[src/rtl/elevator_ctrl_n.sv]
// Single-car SCAN elevator controller: latches floor requests, keeps direction while work lies
// ahead, times travel and door dwell from an external tick.
module elevator_ctrl_n #(
  parameter int FLOORS     = 8,
  parameter int FLOOR_W    = 3,
  parameter int MOVE_TICKS = 2,
  parameter int DOOR_TICKS = 4,
  parameter int CNT_W      = 4
) (
  input  logic               CLOCK_50,
  input  logic               RST_N,
  input  logic               tick,
  input  logic [FLOORS-1:0]  req_set,
  input  logic               door_hold,
  output logic [FLOOR_W-1:0] floor,
  output logic               dir_up,
  output logic               moving,
  output logic               door_open,
  output logic [FLOORS-1:0]  pending,
  output logic [CNT_W-1:0]   door_cnt
);

  typedef enum logic [1:0] {IDLE, MOVE, DOOR} state_t;

  state_t             state, state_nxt;
  logic [FLOOR_W-1:0] floor_nxt;
  logic               dir_nxt;
  logic [FLOORS-1:0]  pending_nxt, clr, here;
  logic [CNT_W-1:0]   door_cnt_nxt, move_cnt, move_cnt_nxt;
  logic               above, below, hit, reload;

  // Split pending requests around the current floor.
  always_comb begin
    here  = '0;
    above = 1'b0;
    below = 1'b0;
    for (int i = 0; i < FLOORS; i++) begin
      if (FLOOR_W'(i) == floor)     here[i] = 1'b1;
      else if (FLOOR_W'(i) > floor) above   = above | pending[i];
      else                          below   = below | pending[i];
    end
  end

  assign hit    = |(here & (pending | req_set));
  assign reload = door_hold | (|(here & req_set));

  always_comb begin
    state_nxt    = state;
    floor_nxt    = floor;
    dir_nxt      = dir_up;
    door_cnt_nxt = door_cnt;
    move_cnt_nxt = move_cnt;
    clr          = '0;
    unique case (state)
      IDLE: begin
        if (hit) begin
          state_nxt    = DOOR;
          clr          = here;
          door_cnt_nxt = CNT_W'(DOOR_TICKS);
        end else if (above && (dir_up || !below)) begin
          state_nxt    = MOVE;
          dir_nxt      = 1'b1;
          move_cnt_nxt = CNT_W'(MOVE_TICKS);
        end else if (below) begin
          state_nxt    = MOVE;
          dir_nxt      = 1'b0;
          move_cnt_nxt = CNT_W'(MOVE_TICKS);
        end
      end
      MOVE: begin
        if (tick) begin
          if (move_cnt == CNT_W'(1)) begin
            move_cnt_nxt = '0;
            floor_nxt    = dir_up ? floor + FLOOR_W'(1) : floor - FLOOR_W'(1);
            state_nxt    = IDLE;
          end else begin
            move_cnt_nxt = move_cnt - CNT_W'(1);
          end
        end
      end
      DOOR: begin
        // The car is standing here, so a repeated request is absorbed rather than latched.
        clr = here;
        if (reload) begin
          door_cnt_nxt = CNT_W'(DOOR_TICKS);
        end else if (tick) begin
          if (door_cnt == CNT_W'(1)) begin
            door_cnt_nxt = '0;
            state_nxt    = IDLE;
          end else begin
            door_cnt_nxt = door_cnt - CNT_W'(1);
          end
        end
      end
      default: state_nxt = IDLE;
    endcase
    pending_nxt = (pending | req_set) & ~clr;
  end

  always_ff @(posedge CLOCK_50) begin
    if (!RST_N) begin
      state     <= IDLE;
      floor     <= '0;
      dir_up    <= 1'b1;
      pending   <= '0;
      door_cnt  <= '0;
      move_cnt  <= '0;
      moving    <= 1'b0;
      door_open <= 1'b0;
    end else begin
      state     <= state_nxt;
      floor     <= floor_nxt;
      dir_up    <= dir_nxt;
      pending   <= pending_nxt;
      door_cnt  <= door_cnt_nxt;
      move_cnt  <= move_cnt_nxt;
      moving    <= (state_nxt == MOVE);
      door_open <= (state_nxt == DOOR);
    end
  end

endmodule
[config.mk]
export PLATFORM = sky130hd
export DESIGN_NAME = elevator_ctrl_n
export DESIGN_NICKNAME = d
export VERILOG_FILES = /design/src/rtl/elevator_ctrl_n.sv
export SDC_FILE = /design/constraint.sdc
export NUM_CORES = 1
export LEC_CHECK = 0
export BUFFER_PORTS_ARGS = -buffer_cell sky130_fd_sc_hd__buf_4
export CORE_MARGIN = 2
export CORE_UTILIZATION = 40
export DETAILED_ROUTE_END_ITERATION = 8
export PLACE_DENSITY_LB_ADDON = 0.3
export SLEW_MARGIN = 20
export SYNTH_ARGS = -nofsm -noshare
export SYNTH_HDL_FRONTEND = slang
export SYNTH_SLANG_ARGS = --single-unit
[constraint.sdc]
create_clock -name CLOCK_50 -period 5.9 [get_ports CLOCK_50]
set_input_delay 0.59 -clock CLOCK_50 [delete_from_list [all_inputs] [get_ports CLOCK_50]]
set_output_delay 0.59 -clock CLOCK_50 [all_outputs]
set_load 0.01 [all_outputs]
==> flow_results.org, run 1 <==
** Logic synthesis
- Yosys reg bits :: 24
- Synth warnings :: 0
- Synthesized net count :: 212
- Synthesis produced a netlist whose cell count is 190.
- Cell area after synthesis :: 1590 sq um
- In the synthesized netlist the async set-or-reset flop fraction comes to 0%.
- A synthesized cell averages 8.37 sq um.
- Share of synthesized area occupied by flip-flops and latches :: 30.2%
- Post-synth EDFFs :: 0
- Post-synth cell types :: 52
- In the synthesized netlist the dominant register cell turns out to be sky130_fd_sc_hd__dfxtp_1.

** Clocking
- Number of buffers added by the clock tree synthesis step :: 3
- Total of cells resized after clock tree synthesis :: 0
- For this design, the CTS-stage hold fixing added 0 buffers.
- Once the clock tree was built, the setup fixing pass inserted 0 buffers.
- In this run the clock root is driven by a sky130_fd_sc_hd__clkbuf_8.
- The tree built by TritonCTS fans out to 24 sinks.
- For the worst-skew pair, the clock arrives at the later sink with an insertion delay of 0.28 ns.
- CTS built an H-tree with a depth of 1.
- CTS tree :: done
- Maximum root-to-sink buffer count :: 2
- Clock transition at the registers of the reported paths :: 0.10 ns

** Worst setup path
- The worst setup path is launched from a register.
- The slowest stage of the critical path is the sky130_fd_sc_hd__dfxtp_1 cell.
- The critical path in this run is classified as reg2reg.
- Critical-path cell list :: inv_2 -> ha_1 -> nor2b_1 -> a221o_1 -> a2111oi_4 -> inv_1 -> o21ai_2 -> a21oi_1 -> o21ai_1
- Startpoint of the lowest-slack register-to-register path :: floor[1]$_SDFFE_PN0P_
- STA puts the critical path data required time at 6.11 ns.
- Maximum cell stage delay along the critical path :: 0.68 ns
- Across all register-to-register paths, the minimum setup slack is 3.33 ns.
- Kind of end point of the critical path :: register
- Terminus of the critical flop-to-flop path :: door_cnt[3]$_SDFFE_PN0P_
- Crit Path Max Fanout :: 16
- At the worst endpoint, the arrival time is 2.78 ns.
- For the worst flop-to-flop path, the logic depth is 9.

** Global routing
- Entering global routing, the biggest net connects 27 pins.
- Initial antenna violation count :: 0
- Global routing finished with a remaining overflow of 0.
- Vias in the first global route :: 1,225
- The first global-routing pass estimated 5890 um of wire.
- GRT Total Usage :: 17.5%

** Timing
- Worst slew margin relative to its limit :: 43.7%
- Timing would allow up to 389 MHz.
- Setup total negative slack on the finished layout was measured at 0 ns.
- Final worst clock skew :: 0.00609 ns
- Number of endpoints with negative hold slack in the final report :: 0
- Final worst path period share :: 43.5%
- At the pin with the least slew margin, the transition time is 0.844 ns.
- The final number of max-transition violations came to 0.
- Post-layout worst setup margin :: 3.33 ns
- Setup violations remaining at the end of the flow were counted as 0.
- Setup repair after global routing left no endpoint under its margin.
- The worst path needs 2.57 ns of the cycle, external delays included.

** Place
- Worst slack at placement :: 3.38 ns
- Final HPWL from detailed placement :: 2570 um
- Total of buffers placed on input and output ports :: 29
- RePlAce Congestion :: 0.849
- In this run the cell area measured after placement is 1820 sq um.

** Hold path
- HP Class :: reg2reg
- Worst Hold Path EP :: move_cnt[3]$_SDFFE_PN0P_
- Cell depth of the worst hold path :: 1
- Hold Path Origin :: move_cnt[3]$_SDFFE_PN0P_

** Power
- The worst-case IR drop observed on VDD is 0.000142 V.
- Net switching fraction of the power :: 27.5%
- For this design the ratio of total power to cell area is 218 nW/um^2.
- The clock network accounts for 36.4% of the total power.
- In this run the static leakage power is 0.761 nW.
- Combinational fraction of design power :: 18.4%
- For this design the total switching power over the nets is 0.113 mW.
- Internal Power :: 0.299 mW
- Registers are responsible for 45.2% of the overall power.

** Floorplanning
- The core region is 3740 sq um.
- Pin placement for this block handled 30 I/O pins.
- Starting density of the core :: 42.5%
- Vert. Die Dim :: 67.1 um
- Horizontal die dimension :: 67.1 um
- The die covers 4500 sq um.
- Floorplan row count :: 22

** Finish
- Area growth syn-to-layout :: 18.7%
- The library cells used most frequently in the layout, excluding fill and tap cells, are sky130_fd_sc_hd__buf_4 (29), sky130_fd_sc_hd__dfxtp_1 (24), sky130_fd_sc_hd__o21ai_0 (19), sky130_fd_sc_hd__inv_1 (14), sky130_fd_sc_hd__nand2_1 (14).
- Summing all non-filler instances in the final layout gives an area of 1890 sq um.
- Layout fillers :: 363
- Registers take 480 sq um.
- In the final design database the tool counted 237 nets.
- Count of inserted antenna diode cells :: 0
- The post-route netlist has 22.4% of its cells at a drive strength greater than 1.
- Commonest non-fill, non-tap cell in the layout :: sky130_fd_sc_hd__buf_4
- Area occupied by multi-input gates :: 996 sq um

** Drt
- DR iter-0 viols :: 83
- The detail route stage leaves a number of antenna-violating nets equal to 0.
- Routed WL per cell :: 14.5 um
- Detailed-router iteration count before antenna repair :: 5
- Post-detailed-route via-to-cell ratio :: 5.52
- Routed via count :: 1,446
- Total length of routed wires :: 3790 um
- In the routed design, unresolved DRC markers number 0.

** Flow run
- The tool flagged a number of max-cap violations equal to 0.

** Outcome
- The run finished with clean final reports.
[synth_stat cells, drive strengths merged, types with 5 or more instances]
library cell	instances	area share [%]
buf	7	2.8
inv	16	3.9
ha	10	7.9
o21ai	25	8.1
and2	5	2.0
a21oi	10	3.1
a31oi	7	2.8
nand2	14	3.3
nor2	12	2.8
nor3	6	2.8
nor2b	5	2.0
dfxtp	24	30
[registers in the layout, summed over array words and instances (netlist names)]
signal and count:
door_cnt 4, floor 3, door_open 1, pending 8, dir_up 1, moving 1
state 2, move_cnt 4
[power by group through the flow]
stage                     sequential [mW]  clock, mW  combinational, mW
after floorplan                     0.188          0             0.0474
after global placement              0.190          0             0.0753
after detailed placement            0.190          0             0.0753
after CTS                           0.186      0.152             0.0760
after global routing                0.188      0.160             0.0840
final                               0.186      0.150             0.0757
[critical path, delay by kind of cell (launching register included)]
family | cells | cell delay (ns)
buffers and inverters | 2 | 0.24
adder cells (fa/ha/maj) | 1 | 0.23
flip-flops | 1 | 0.68
AO/OA/AOI/OAI | 5 | 1.18
AND/OR/NAND/NOR | 1 | 0.15
[routing by layer]
layer | part of all wire (%) | up-vias | global-route usage, %
met5 | 0 | - | 0
met1 | 50 | 657 | 25.6
met3 | 6.5 | 5 | 2.70
met2 | 42 | 47 | 25.4
li1 | - | 737 | -
met4 | 1.6 | 0 | 6.89
[worst max path at each step]
| stage | endpoint | from | slack, ns |
|---|---|---|---|
| after floorplan | door_cnt[1]$_SDFFE_PN0P_ | floor[1]$_SDFFE_PN0P_ | 3.73 |
| after global placement | door_cnt[3]$_SDFFE_PN0P_ | floor[1]$_SDFFE_PN0P_ | 3.40 |
| after detailed placement | door_cnt[3]$_SDFFE_PN0P_ | floor[1]$_SDFFE_PN0P_ | 3.38 |
| after CTS | door_cnt[3]$_SDFFE_PN0P_ | floor[1]$_SDFFE_PN0P_ | 3.34 |
| after global routing | door_cnt[0]$_SDFFE_PN0P_ | floor[1]$_SDFFE_PN0P_ | 3.14 |
| final | door_cnt[3]$_SDFFE_PN0P_ | floor[1]$_SDFFE_PN0P_ | 3.33 |
[metrics by stage]
step	instances	hold slack (ns)	power, mW	utilization [%]
floorplan	190	0.433	0.236	-
global placement	258	0.458	0.265	48.5
detailed placement	258	0.460	0.265	48.5
CTS	262	0.475	0.414	50.4
global route	262	0.503	0.432	50.4
finish	262	0.481	0.412	50.4
[layout make-up]
cell class / instances / area share (%)
Timing Repair Buffer: 29 / 11.5
Sequential cell: 24 / 25.4
Tap cell: 48 / 3.18
Clock buffer: 3 / 2.19
Clock inverter: 1 / 1.59
Inverter: 16 / 3.31
Multi-Input combinational cell: 141 / 52.8
[cells by family after synthesis]
| kind of cell | share of synthesized area, % |
|---|---|
| AND/OR/NAND/NOR | 21.8 |
| XOR/XNOR | 1.10 |
| AO/OA/AOI/OAI | 29.7 |
| adder cells (fa/ha/maj) | 7.87 |
| multiplexers | 2.20 |
| buffers and inverters | 7.16 |
| flip-flops | 30.2 |
No activity file was read; power rests on OpenSTA's default activity.
==> inputs of run 2 (changes only) <==
==> constraint.sdc (replaced) <==
create_clock -name CLOCK_50 -period 2.3 [get_ports CLOCK_50]
set_input_delay 0.23 -clock CLOCK_50 [delete_from_list [all_inputs] [get_ports CLOCK_50]]
set_output_delay 0.23 -clock CLOCK_50 [all_outputs]
set_load 0.01 [all_outputs]
==> run 2 against run 1 <==
Net effect: via count is 2.7% higher; register-to-register slack got worse by 3.2 ns; design area rose by 2.7%; sequential share of layout area fell by 0.54 points; wire length shrank 1.6%; clock skew is 0.0013 ns higher; non-clock buffer count rose by 8; critical endpoint is now moving$_SDFF_PN0_.
==> flow_results.org, run 2 (same netlist as run 1, synthesis figures left out) <==
** Outcome
- Outcome :: completed

** Global routing
- For this run the aggregate overflow at the end of global routing stands at 0.
- Met2 layer usage reported by global route :: 27.7%
- Global-route track usage on met3 :: 1.69%
- The first global-routing pass estimated 6240 um of wire.
- The number of global-route vias before repair is 1,331.
- Global-route met1 utilization :: 26.3%
- Largest net degree at the start of global routing :: 27
- Layer with the highest usage :: met2
- The initial antenna violation count is 0.
- GRT Total Usage :: 18.3%

** Timing
- At the pin with the least slew margin, the transition time is 0.403 ns.
- The clock arrives with 0.00741 ns of skew.
- Final worst path period share :: 93.9%
- Max-slew violation total from the final report :: 0
- Number of endpoints with negative hold slack in the final report :: 0
- Adding up every negative setup slack in the final design gives 0 ns.
- Maximum clock frequency :: 463 MHz
- Setup repair after global routing left no endpoint under its margin.
- Setup violations remaining at the end of the flow were counted as 0.
- The worst path needs 2.16 ns of the cycle, external delays included.
- Worst slew margin relative to its limit :: 73.1%

** Hold path
- The worst hold path was traced through 3 stages.
- Hold Path Origin :: req_set[2]
- HP Class :: in2reg

** Finish
- After filler insertion, the fill cell instance count of the layout stands at 363.
- Highest-count cells in the layout ignoring fill and taps :: sky130_fd_sc_hd__buf_4 (37), sky130_fd_sc_hd__dfxtp_1 (22), sky130_fd_sc_hd__o21ai_0 (19), sky130_fd_sc_hd__inv_1 (14), sky130_fd_sc_hd__nand2_1 (14)
- Post-layout instance area :: 1940 sq um
- Proportion of layout cells with a drive suffix above 1 :: 27.0%
- The repair_antennas step left the layout with diodes totalling 0.
- Once layout is complete, the cells apart from fillers number 270.
- Compared with the post-synthesis result, the final layout area differs by 22.0%.
- The register with the most flip-flops in the layout has 8 of them.
- After the last flow step, the layout net total stands at 245.
- Ranked by flip-flop count, first place goes to pending.
- The library cell used most frequently in the layout, excluding fill and tap cells, is sky130_fd_sc_hd__buf_4.
- The largest registers in the layout are pending x8, door_cnt x4, move_cnt x4.

** Worst setup path
- STA puts the critical path data arrival time at 2.33 ns.
- Slowest cell on the critical path :: sky130_fd_sc_hd__dfxtp_2
- The signal on the critical path passes through inv_2 -> ha_2 -> nand2b_1 -> a31oi_1 -> o21ai_0 -> a211oi_1 -> nand2_1 -> a22o_1 -> and3_1.
- For the worst flop-to-flop path, the logic depth is 9.
- Required time of the critical path :: 2.47 ns
- Along the worst path, the maximum fanout reaches 7.
- The critical path is of the reg2reg type.
- The worst setup path is launched from a register.
- STA classifies the critical path endpoint as a register.
- Tracing the worst setup path back leads to its startpoint at floor[1]$_SDFFE_PN0P_.
- The startpoint identified for the worst register-to-register timing path is floor[1]$_SDFFE_PN0P_.
- In this design, the stage delay of the slowest critical-path cell is 0.37 ns.

** Clocking
- TritonCTS created 3 clock buffers.
- Buffers added to address setup during post-CTS repair amount to 0.
- After clock tree synthesis, the clock-pin slew on the worst setup and hold paths is 0.09 ns.
- Counting every sink on the clock net gives 24.
- At the later pin of the worst-skew pair, clock insertion delay measures 0.27 ns.
- CTS placed an instance of sky130_fd_sc_hd__clkbuf_8 at the clock tree root.
- CTS built an H-tree with a depth of 1.
- Maximum root-to-sink buffer count :: 2
- CTS tree :: done

** Floorplanning
- In this run the standard cell core region covers 3740 sq um.
- Vert. Die Dim :: 67.1 um
- The floorplan step defined a die boundary enclosing 4500 sq um.
- Number of top-level design ports :: 30
- In this run the core area contains 22 standard-cell rows.
- In this run the horizontal extent of the chip is 67.1 um.
- Starting density of the core :: 42.5%

** Drt
- The first routing iteration left 78 violations.
- In the routed layout, each cell is associated on average with a via count of 5.50.
- Total length of routed wires :: 3730 um
- The detail route stage leaves a number of antenna-violating nets equal to 0.
- After detailed routing, the average wire length per cell comes to 13.8 um.
- Detailed-router iteration count before antenna repair :: 5
- For this run, design rule violations remaining after detail routing come to 0.
- Routed via count :: 1,485

** Power
- In this run the static leakage power is 0.795 nW.
- Max VDD drop :: 0.000189 V
- Power spread over the standard cell area amounts to 500 nW/um^2.

** Place
- Final HPWL from detailed placement :: 2750 um
- Total of buffers placed on input and output ports :: 29
- The congestion estimate from routability-driven global placement came to 0.918.
- In this run, placement finished with an instance count of 266.
- Placed cell area :: 1880 sq um

** Flow run
- Count of maximum capacitance violations :: 0
-- run 2: cell types whose count changed in the layout (fill, tap and decap cells not counted), sizes merged --
cell | previous run | this run
bufinv | 1 | 0
buf | 29 | 37
clkbuf | 3 | 4
-- run 2: worst max-delay path, delay by kind of cell (launching register included) --
family | cells | cell delay [ns]
compound gates | 4 | 0.88
simple gates | 3 | 0.41
flops | 1 | 0.37
fa+ha+maj | 1 | 0.27
buf+inv | 1 | 0.12
-- run 2: routing by layer --
layer / up-vias / wire [um] / part of all wire [%]
li1: 754 / - / -
met1: 686 / 1830 / 49
met2: 40 / 1670 / 45
met3: 5 / 170 / 4.6
met4: 0 / 55 / 1.5
met5: - / 0 / 0
-- run 2: worst paths after layout --
path	end	slack, ns
hold / removal	pending[2]$_SDFF_PN0_	0.25
hold reg to reg	move_cnt[3]$_SDFFE_PN0P_	0.47
setup / recovery	moving$_SDFF_PN0_	0.14
setup reg to reg	moving$_SDFF_PN0_	0.14
-- run 2: final cells by class --
cell class | instances | area (sq um) | area share, %
tap | 48 | 60.1 | 3.10
sequential | 24 | 483 | 24.9
multi-input combinational | 141 | 1000 | 51.6
inverter | 16 | 62.6 | 3.23
clock buffer | 4 | 55.1 | 2.84
timing repair buffer | 37 | 278 | 14.3
-- run 2: repair_timing --
| action | CTS | global route |
|---|---|---|
| hold buffers | 0 | 0 |
| gates resized for setup | 0 | 4 |
| endpoints found under the setup margin | 0 | 13 |
-- run 2: where the power goes --
group	total [mW]	leakage, nW	switching (mW)	internal [mW]
logic	0.198	0.568	0.102	0.0960
clock network	0.295	0.0288	0.142	0.153
registers	0.477	0.199	0.0341	0.443
-- run 2: stage by stage --
step / power [mW] / hold slack, ns / util [%] / worst slack (ns)
global placement: 0.684 / 0.450 / 50.1 / 0.0769
floorplan: 0.605 / 0.372 / - / 0.132
global route: 1.03 / 0.281 / 51.8 / 0.0138
finish: 0.970 / 0.249 / 51.8 / 0.140
detailed placement: 0.685 / 0.461 / 50.1 / 0.0559
CTS: 0.982 / 0.249 / 51.6 / 0.0326
